$ cat config.mk
export PLATFORM = sky130hd
export DESIGN_NAME = collider_stim
export DESIGN_NICKNAME = d
export VERILOG_FILES = /design/src/rtl/collider_stim_pkg.sv /design/src/rtl/collider_stim_expand.sv /design/src/rtl/collider_stim.sv
export SDC_FILE = /design/constraint.sdc
export NUM_CORES = 1
export LEC_CHECK = 0
export CORE_ASPECT_RATIO = 0.9
export CORE_UTILIZATION = 35
export DETAILED_ROUTE_END_ITERATION = 12
export PLACE_DENSITY = 0.53
export SETUP_SLACK_MARGIN = 0.15
export SYNTH_ARGS = -nofsm -noshare
export SYNTH_HDL_FRONTEND = slang
export SYNTH_SLANG_ARGS = --single-unit
$ cat constraint.sdc
create_clock -name clk -period 4.9 [get_ports clk]
set_input_delay 0.98 -clock clk [delete_from_list [all_inputs] [get_ports clk]]
set_output_delay 0.98 -clock clk [all_outputs]
set_load 0.05 [all_outputs]
$ cat src/rtl/collider_stim_pkg.sv
// Shared constants and types for the collider stimulus player.
package collider_stim_pkg;

  localparam int NWG   = 48;  // wiregroups per quality plane
  localparam int DEPTH = 16;  // stored frames
  localparam int W_W   = 7;   // wiregroup field width
  localparam int Q_W   = 2;   // quality field width
  localparam int NQ    = 4;   // number of quality planes
  localparam int PTR_W = 4;   // read pointer width (indexes 0..DEPTH-1)
  localparam int CNT_W = 5;   // write pointer / frame count width (0..DEPTH)

  // One frame, laid out exactly like the collider output record.
  typedef struct packed {
    logic           v2;
    logic [Q_W-1:0] q2;
    logic [W_W-1:0] w2;
    logic           v1;
    logic [Q_W-1:0] q1;
    logic [W_W-1:0] w1;
  } frame_t;

  localparam int FRAME_W = $bits(frame_t);

  // Four quality planes, index [q][w].
  typedef logic [NQ-1:0][NWG-1:0] planes_t;

  // Player FSM encoding.
  typedef logic [0:0] state_t;
  localparam logic [0:0] ST_IDLE = 1'b0;
  localparam logic [0:0] ST_PLAY = 1'b1;

  // True when a wiregroup number addresses a real wire.
  function automatic logic w_ok(input logic [W_W-1:0] w);
    return (w < 7'd48);
  endfunction

endpackage

$ cat src/rtl/collider_stim_expand.sv
// Combinational expansion of one stored frame into four quality-plane vectors.
module stim_expand
  import collider_stim_pkg::*;
(
  input  frame_t  frame,
  output planes_t planes
);

  logic [NWG-1:0] hit1_s;
  logic [NWG-1:0] hit2_s;

  // One-hot wire masks for each hit; an invalid or out-of-range hit contributes nothing
  always_comb begin
    hit1_s = (frame.v1 && w_ok(frame.w1)) ? ({{(NWG-1){1'b0}}, 1'b1} << frame.w1) : {NWG{1'b0}};
    hit2_s = (frame.v2 && w_ok(frame.w2)) ? ({{(NWG-1){1'b0}}, 1'b1} << frame.w2) : {NWG{1'b0}};
  end

  // Route each mask onto its quality plane; hits on the same plane and wire simply OR
  always_comb begin
    planes = {(NQ*NWG){1'b0}};
    for (int p = 0; p < NQ; p++) begin
      planes[p] = ((frame.q1 == Q_W'(p)) ? hit1_s : {NWG{1'b0}}) |
                  ((frame.q2 == Q_W'(p)) ? hit2_s : {NWG{1'b0}});
    end
  end

endmodule

$ cat src/rtl/collider_stim.sv
// Frame-list stimulus player: loads up to DEPTH hit frames, then replays them
// (optionally several passes) as registered per-quality-plane hit vectors.
module collider_stim
  import collider_stim_pkg::*;
(
  input  logic           clk,
  input  logic           rst_n,
  input  logic           clr,
  input  logic           ld_en,
  input  logic [W_W-1:0] ld_w1,
  input  logic [W_W-1:0] ld_w2,
  input  logic [Q_W-1:0] ld_q1,
  input  logic [Q_W-1:0] ld_q2,
  input  logic           ld_v1,
  input  logic           ld_v2,
  input  logic           start,
  input  logic [3:0]     nrep,
  output logic [NWG-1:0] qp0,
  output logic [NWG-1:0] qp1,
  output logic [NWG-1:0] qp2,
  output logic [NWG-1:0] qp3,
  output logic           busy,
  output logic           done,
  output logic           ovf,
  output logic           bad_w,
  output logic           ld_err
);

  frame_t             mem_r [DEPTH];
  state_t             state_r;
  logic [CNT_W-1:0]   wptr_r;
  logic [PTR_W-1:0]   rptr_r;
  logic [3:0]         pass_r;
  planes_t            qp_r;
  logic               busy_r;
  logic               done_r;
  logic               ovf_r;
  logic               bad_w_r;
  logic               ld_err_r;

  frame_t             ld_frame_s;
  logic               ld_bad_s;
  logic               full_s;
  logic               last_s;
  logic               ld_take_s;
  logic [PTR_W-1:0]   nxt_idx_s;
  frame_t             rd_frame_s;
  planes_t            exp_planes_s;

  // Sanitise the incoming frame: a valid hit on a nonexistent wire is stored as invalid
  always_comb begin
    ld_frame_s    = {ld_v2, ld_q2, ld_w2, ld_v1, ld_q1, ld_w1};
    ld_frame_s.v1 = ld_v1 & w_ok(ld_w1);
    ld_frame_s.v2 = ld_v2 & w_ok(ld_w2);
    ld_bad_s      = (ld_v1 & ~w_ok(ld_w1)) | (ld_v2 & ~w_ok(ld_w2));
  end

  // Pointer status and load acceptance (start outranks a simultaneous load)
  always_comb begin
    full_s    = (wptr_r == 5'd16);
    last_s    = ({1'b0, rptr_r} == (wptr_r - 5'd1));
    ld_take_s = (state_r == ST_IDLE) && !start && ld_en && !full_s;
  end

  // Select the frame that the output register will show next cycle
  always_comb begin
    if ((state_r == ST_PLAY) && !last_s) begin
      nxt_idx_s = rptr_r + 4'd1;
    end else begin
      nxt_idx_s = 4'd0;
    end
    rd_frame_s = mem_r[nxt_idx_s];
  end

  stim_expand u_expand (
    .frame  (rd_frame_s),
    .planes (exp_planes_s)
  );

  // Frame storage: wiped by clr, written on accepted loads; reset leaves contents alone
  always_ff @(posedge clk) begin
    if (rst_n && clr) begin
      for (int i = 0; i < DEPTH; i++) begin
        mem_r[i] <= frame_t'(20'd0);
      end
    end else if (rst_n && ld_take_s) begin
      mem_r[wptr_r[PTR_W-1:0]] <= ld_frame_s;
    end
  end

  // Player FSM, output register and sticky status flags
  always_ff @(posedge clk) begin
    if (!rst_n) begin
      state_r  <= ST_IDLE;
      wptr_r   <= 5'd0;
      rptr_r   <= 4'd0;
      pass_r   <= 4'd0;
      qp_r     <= {(NQ*NWG){1'b0}};
      busy_r   <= 1'b0;
      done_r   <= 1'b0;
      ovf_r    <= 1'b0;
      bad_w_r  <= 1'b0;
      ld_err_r <= 1'b0;
    end else if (clr) begin
      state_r  <= ST_IDLE;
      wptr_r   <= 5'd0;
      rptr_r   <= 4'd0;
      pass_r   <= 4'd0;
      qp_r     <= {(NQ*NWG){1'b0}};
      busy_r   <= 1'b0;
      done_r   <= 1'b0;
      ovf_r    <= 1'b0;
      bad_w_r  <= 1'b0;
      ld_err_r <= 1'b0;
    end else begin
      done_r <= 1'b0;
      case (state_r)
        ST_IDLE: begin
          if (start) begin
            if (wptr_r != 5'd0) begin
              state_r <= ST_PLAY;
              rptr_r  <= 4'd0;
              pass_r  <= nrep;
              qp_r    <= exp_planes_s;
              busy_r  <= 1'b1;
            end else begin
              done_r  <= 1'b1;
            end
          end else if (ld_en) begin
            if (full_s) begin
              ovf_r <= 1'b1;
            end else begin
              wptr_r <= wptr_r + 5'd1;
              if (ld_bad_s) begin
                bad_w_r <= 1'b1;
              end
            end
          end
        end
        ST_PLAY: begin
          if (ld_en) begin
            ld_err_r <= 1'b1;
          end
          if (last_s) begin
            if (pass_r != 4'd0) begin
              pass_r <= pass_r - 4'd1;
              rptr_r <= 4'd0;
              qp_r   <= exp_planes_s;
            end else begin
              state_r <= ST_IDLE;
              rptr_r  <= 4'd0;
              qp_r    <= {(NQ*NWG){1'b0}};
              busy_r  <= 1'b0;
              done_r  <= 1'b1;
            end
          end else begin
            rptr_r <= nxt_idx_s;
            qp_r   <= exp_planes_s;
          end
        end
        default: begin
          state_r <= ST_IDLE;
          rptr_r  <= 4'd0;
          qp_r    <= {(NQ*NWG){1'b0}};
          busy_r  <= 1'b0;
        end
      endcase
    end
  end

  assign qp0    = qp_r[0];
  assign qp1    = qp_r[1];
  assign qp2    = qp_r[2];
  assign qp3    = qp_r[3];
  assign busy   = busy_r;
  assign done   = done_r;
  assign ovf    = ovf_r;
  assign bad_w  = bad_w_r;
  assign ld_err = ld_err_r;

endmodule

==> key figures <==
Outcome
  • Status: finished clean

Clock tree
  • Root buf cell: clkbuf_16
  • Clk_lat worst skew: roughly 650 ps
  • Clock tree buffer depth: 3
  • Clk slew on worst S/H paths: 60 ps
  • Clock sink count: 531
  • Num CTS Buffers: 60
  • Hold Buf Count CTS: 0
  • CTS tree: built
  • CTS resizes: 0
  • Setup bufs post-CTS: 0
  • H-tree lvl count: 2

Timing
  • Final period util: between 90% and 100%
  • Minimum clock period: between 4000 and 5000 ps
  • Slew HR: around 28%
  • Maximum clock frequency: roughly 220 MHz
  • Final Setup Violations: 0
  • RSZ-0062 raised after global routing: no
  • Hold Vio Cnt, Final: 0
  • Final Max Slew Viols: 0
  • Worst-margin pin slew: roughly 1100 ps
  • Final Skew: roughly 32 ps
  • WHS: around 460 ps
  • Post-route setup slack: around 350 ps
  • Post-route setup TNS: 0 ps

Job
  • # Max-Cap Violations: 0

Setup path
  • CP Capture Type: flop
  • Setup crit end: qp2[1]$_SDFFE_PP0P_
  • R2r worst-path depth: 12
  • Worst R2R Start: wptr_r[0]$_SDFFE_PP0P_
  • FF-to-FF End: qp2[1]$_SDFFE_PP0P_
  • Required @ worst endpoint: 5450 ps
  • Critical Path AT: just over 5000 ps
  • Crit-path max FO: 18
  • CP startpoint: wptr_r[0]$_SDFFE_PP0P_
  • Worst R2R Setup Slack: about 350 ps
  • Setup Crit Path Kind: flop to flop
  • Startpoint type of the worst setup path: flop

Yosys
  • Simple-gate area share of the yosys netlist: 20.3%
  • Yosys reg bits: approximately 530
  • Post-Synth Adder-Cell Area: less than 1%
  • Synth top area cells: edfxtp_1, dfxtp_1, and2_1
  • Top_reg_cell synth: edfxtp_1
  • Syn Nets: 2,294
  • Sequential area share after synthesis: between 50% and 60%
  • Share of the synthesized area in the top cell type: roughly two fifths
  • Largest area contributor in the netlist: edfxtp_1
  • Post-synth EDFFs: 320
  • Cell area after synthesis: between 20,000 and 25,000 µm²
  • Syn avg cell area: between 10 and 15 µm²
  • Synth Area in Compound Gates: 16.3%
  • Syn Inst Count: ~2.3k
  • Yosys warns: 0
  • Netlist cell types: roughly 90
  • XOR/XNOR Fraction of Synth Area: 0.502%
  • Largest family of logic cells by synthesized area: simple AND/OR/NAND/NOR gates
  • Async SR Flop Fraction: 0%
  • Mux contribution to synthesized area: 1.75%

Global routing
  • Initial antenna violation count: 3
  • GRT Total Usage: between 20% and 30%
  • First-pass GRT wire length: 144,000 µm
  • Grt total ovfl: 0
  • Largest net degree at the start of global routing: 58
  • Vias in the first global route: approximately 20k

Power and ir drop
  • Clk pwr share: between 40% and 50%
  • Total power: roughly 10 mW
  • PD cells: approximately 330 nW/µm²
  • Peak VDD IR: around 270 µV
  • Leakage: ~10 nW
  • Internal: between 7 and 8 mW
  • Sequential power share: around 50%
  • Logic pwr share: 4.8%
  • Psw: roughly 2.3 mW
  • Switch share: between 20 and 25%

Finish
  • Nets: about 2.6k
  • Most frequent cells in the layout: edfxtp_1, and2_1, nand2_1
  • Diodes inserted: 0
  • Finished Layout Cells: 3,504
  • Area Growth Syn to Fin: 24.9%
  • Final design area excluding fillers: just over 30,000 µm²
  • Final design utilization: 44.1%
  • Most common cell after layout, fill and taps aside: edfxtp_1
  • Layout cell share with drive strength beyond 1: approximately an eighth

Drt
  • # DRC: 0
  • Router iterations before antenna repair: 6
  • WL final: a little under 100,000 µm
  • Via-per-instance ratio: 5.95
  • DR WL/cell: 28.3 µm
  • Via count: ~21k
  • DRT antenna net count: 0
  • Initial DRC Count: roughly 2.9k

Floorplan
  • Die Height: roughly 250 µm
  • Initial Util: 35.3%
  • Die W: approximately 280 µm
  • Site Rows: 91
  • Die area: approximately 70,000 µm²
  • Core Region: approximately 68,000 µm²
  • IO Pins: 226

Min path
  • Hold path depth: 2
  • HP Class: flop to flop

Placement
  • PortBufs: around 230
  • DP HPWL: 68,900 µm
  • Placed Instances: 3,393
  • Place WS: 505 ps
  • RD Place Congestion: about 1
  • Placement Cell Area: 28,200 µm²
-- flip-flops by register name, summed over array words and instances (netlist names) --
signal / cells
wptr_r: 5
busy: 1
done: 1
qp0: 48
bad_w: 1
ovf: 1
state_r: 1
qp3: 48
ld_err: 1
mem_r: 320
pass_r: 4
qp1: 48
qp2: 48
rptr_r: 4
-- power by group through the flow --
stage	Sequential (mW)	Clock (mW)	Combinational [mW]
finish	4.83	4.63	0.480
global route	4.84	4.84	0.500
CTS	4.83	4.66	0.472
detailed placement	4.93	0	0.470
global placement	4.93	0	0.469
floorplan	4.92	0	0.227
-- per-layer routing --
| layer | wire (µm) | track usage [%] |
|---|---|---|
| met1 | 41400 | 38.3 |
| met2 | 44800 | 44.1 |
| met3 | 9530 | 5.26 |
| met4 | 3660 | 9.56 |
| met5 | 7 | 0 |
-- synth_stat cells, types with 10 or more instances --
cell	number
edfxtp_1	320
and2_1	299
nand2_1	297
dfxtp_1	211
o221ai_1	157
nor2_1	127
clkbuf_1	121
nand3_1	63
a21oi_1	54
o21ai_0	50
buf_2	48
mux2i_1	30
nor3_1	30
o211ai_1	28
o22ai_1	27
a221o_1	24
nand4_1	20
nand2b_1	19
nor2b_1	19
a31oi_1	18
inv_1	18
a32oi_1	15
a211oi_1	14
a221oi_1	14
a22oi_1	13
o21ai_1	13
nor4_1	12
or2_2	12
nand3b_1	10
or3_1	10
-- how the worst min path moves through the flow --
stage	from	endpoint
after detailed placement	qp0[44]$_SDFFE_PP0P_	qp0[44]$_SDFFE_PP0P_
after CTS	qp1[3]$_SDFFE_PP0P_	qp1[3]$_SDFFE_PP0P_
after floorplan	pass_r[0]$_SDFFE_PP0P_	pass_r[0]$_SDFFE_PP0P_
after global placement	qp1[10]$_SDFFE_PP0P_	qp1[10]$_SDFFE_PP0P_
after global routing	qp1[19]$_SDFFE_PP0P_	qp1[19]$_SDFFE_PP0P_
final	qp1[3]$_SDFFE_PP0P_	qp1[3]$_SDFFE_PP0P_
-- final cells by class --
cell class	instances	area, µm²
Fill cell	6464	38200
Sequential cell	531	13800
Clock inverter	22	265
Tap cell	930	1160
Timing Repair Buffer	389	3550
Inverter	20	75.1
Clock buffer	89	1740
Multi-Input combinational cell	1523	9570
-- cell families after synthesis --
logic type / after synthesis
AO/OA/AOI/OAI: 508
adder cells (fa/ha/maj): 8
AND/OR/NAND/NOR: 955
XOR/XNOR: 13
buffers and inverters: 203
multiplexers: 39
flip-flops: 531
-- critical path, cell delays in order, from the launching register on --
cell and delay [ps]:
dfxtp_1 390, inv_1 140, ha_1 230, or3b_4 430
a211o_4 380, nor2_8 270, buf_4 320, a32oi_1 110
o22ai_1 420, nand2_1 160, nor2_1 830, nand3_1 460
o221ai_1 330
Note: power is estimated with default switching activity, not from simulation.
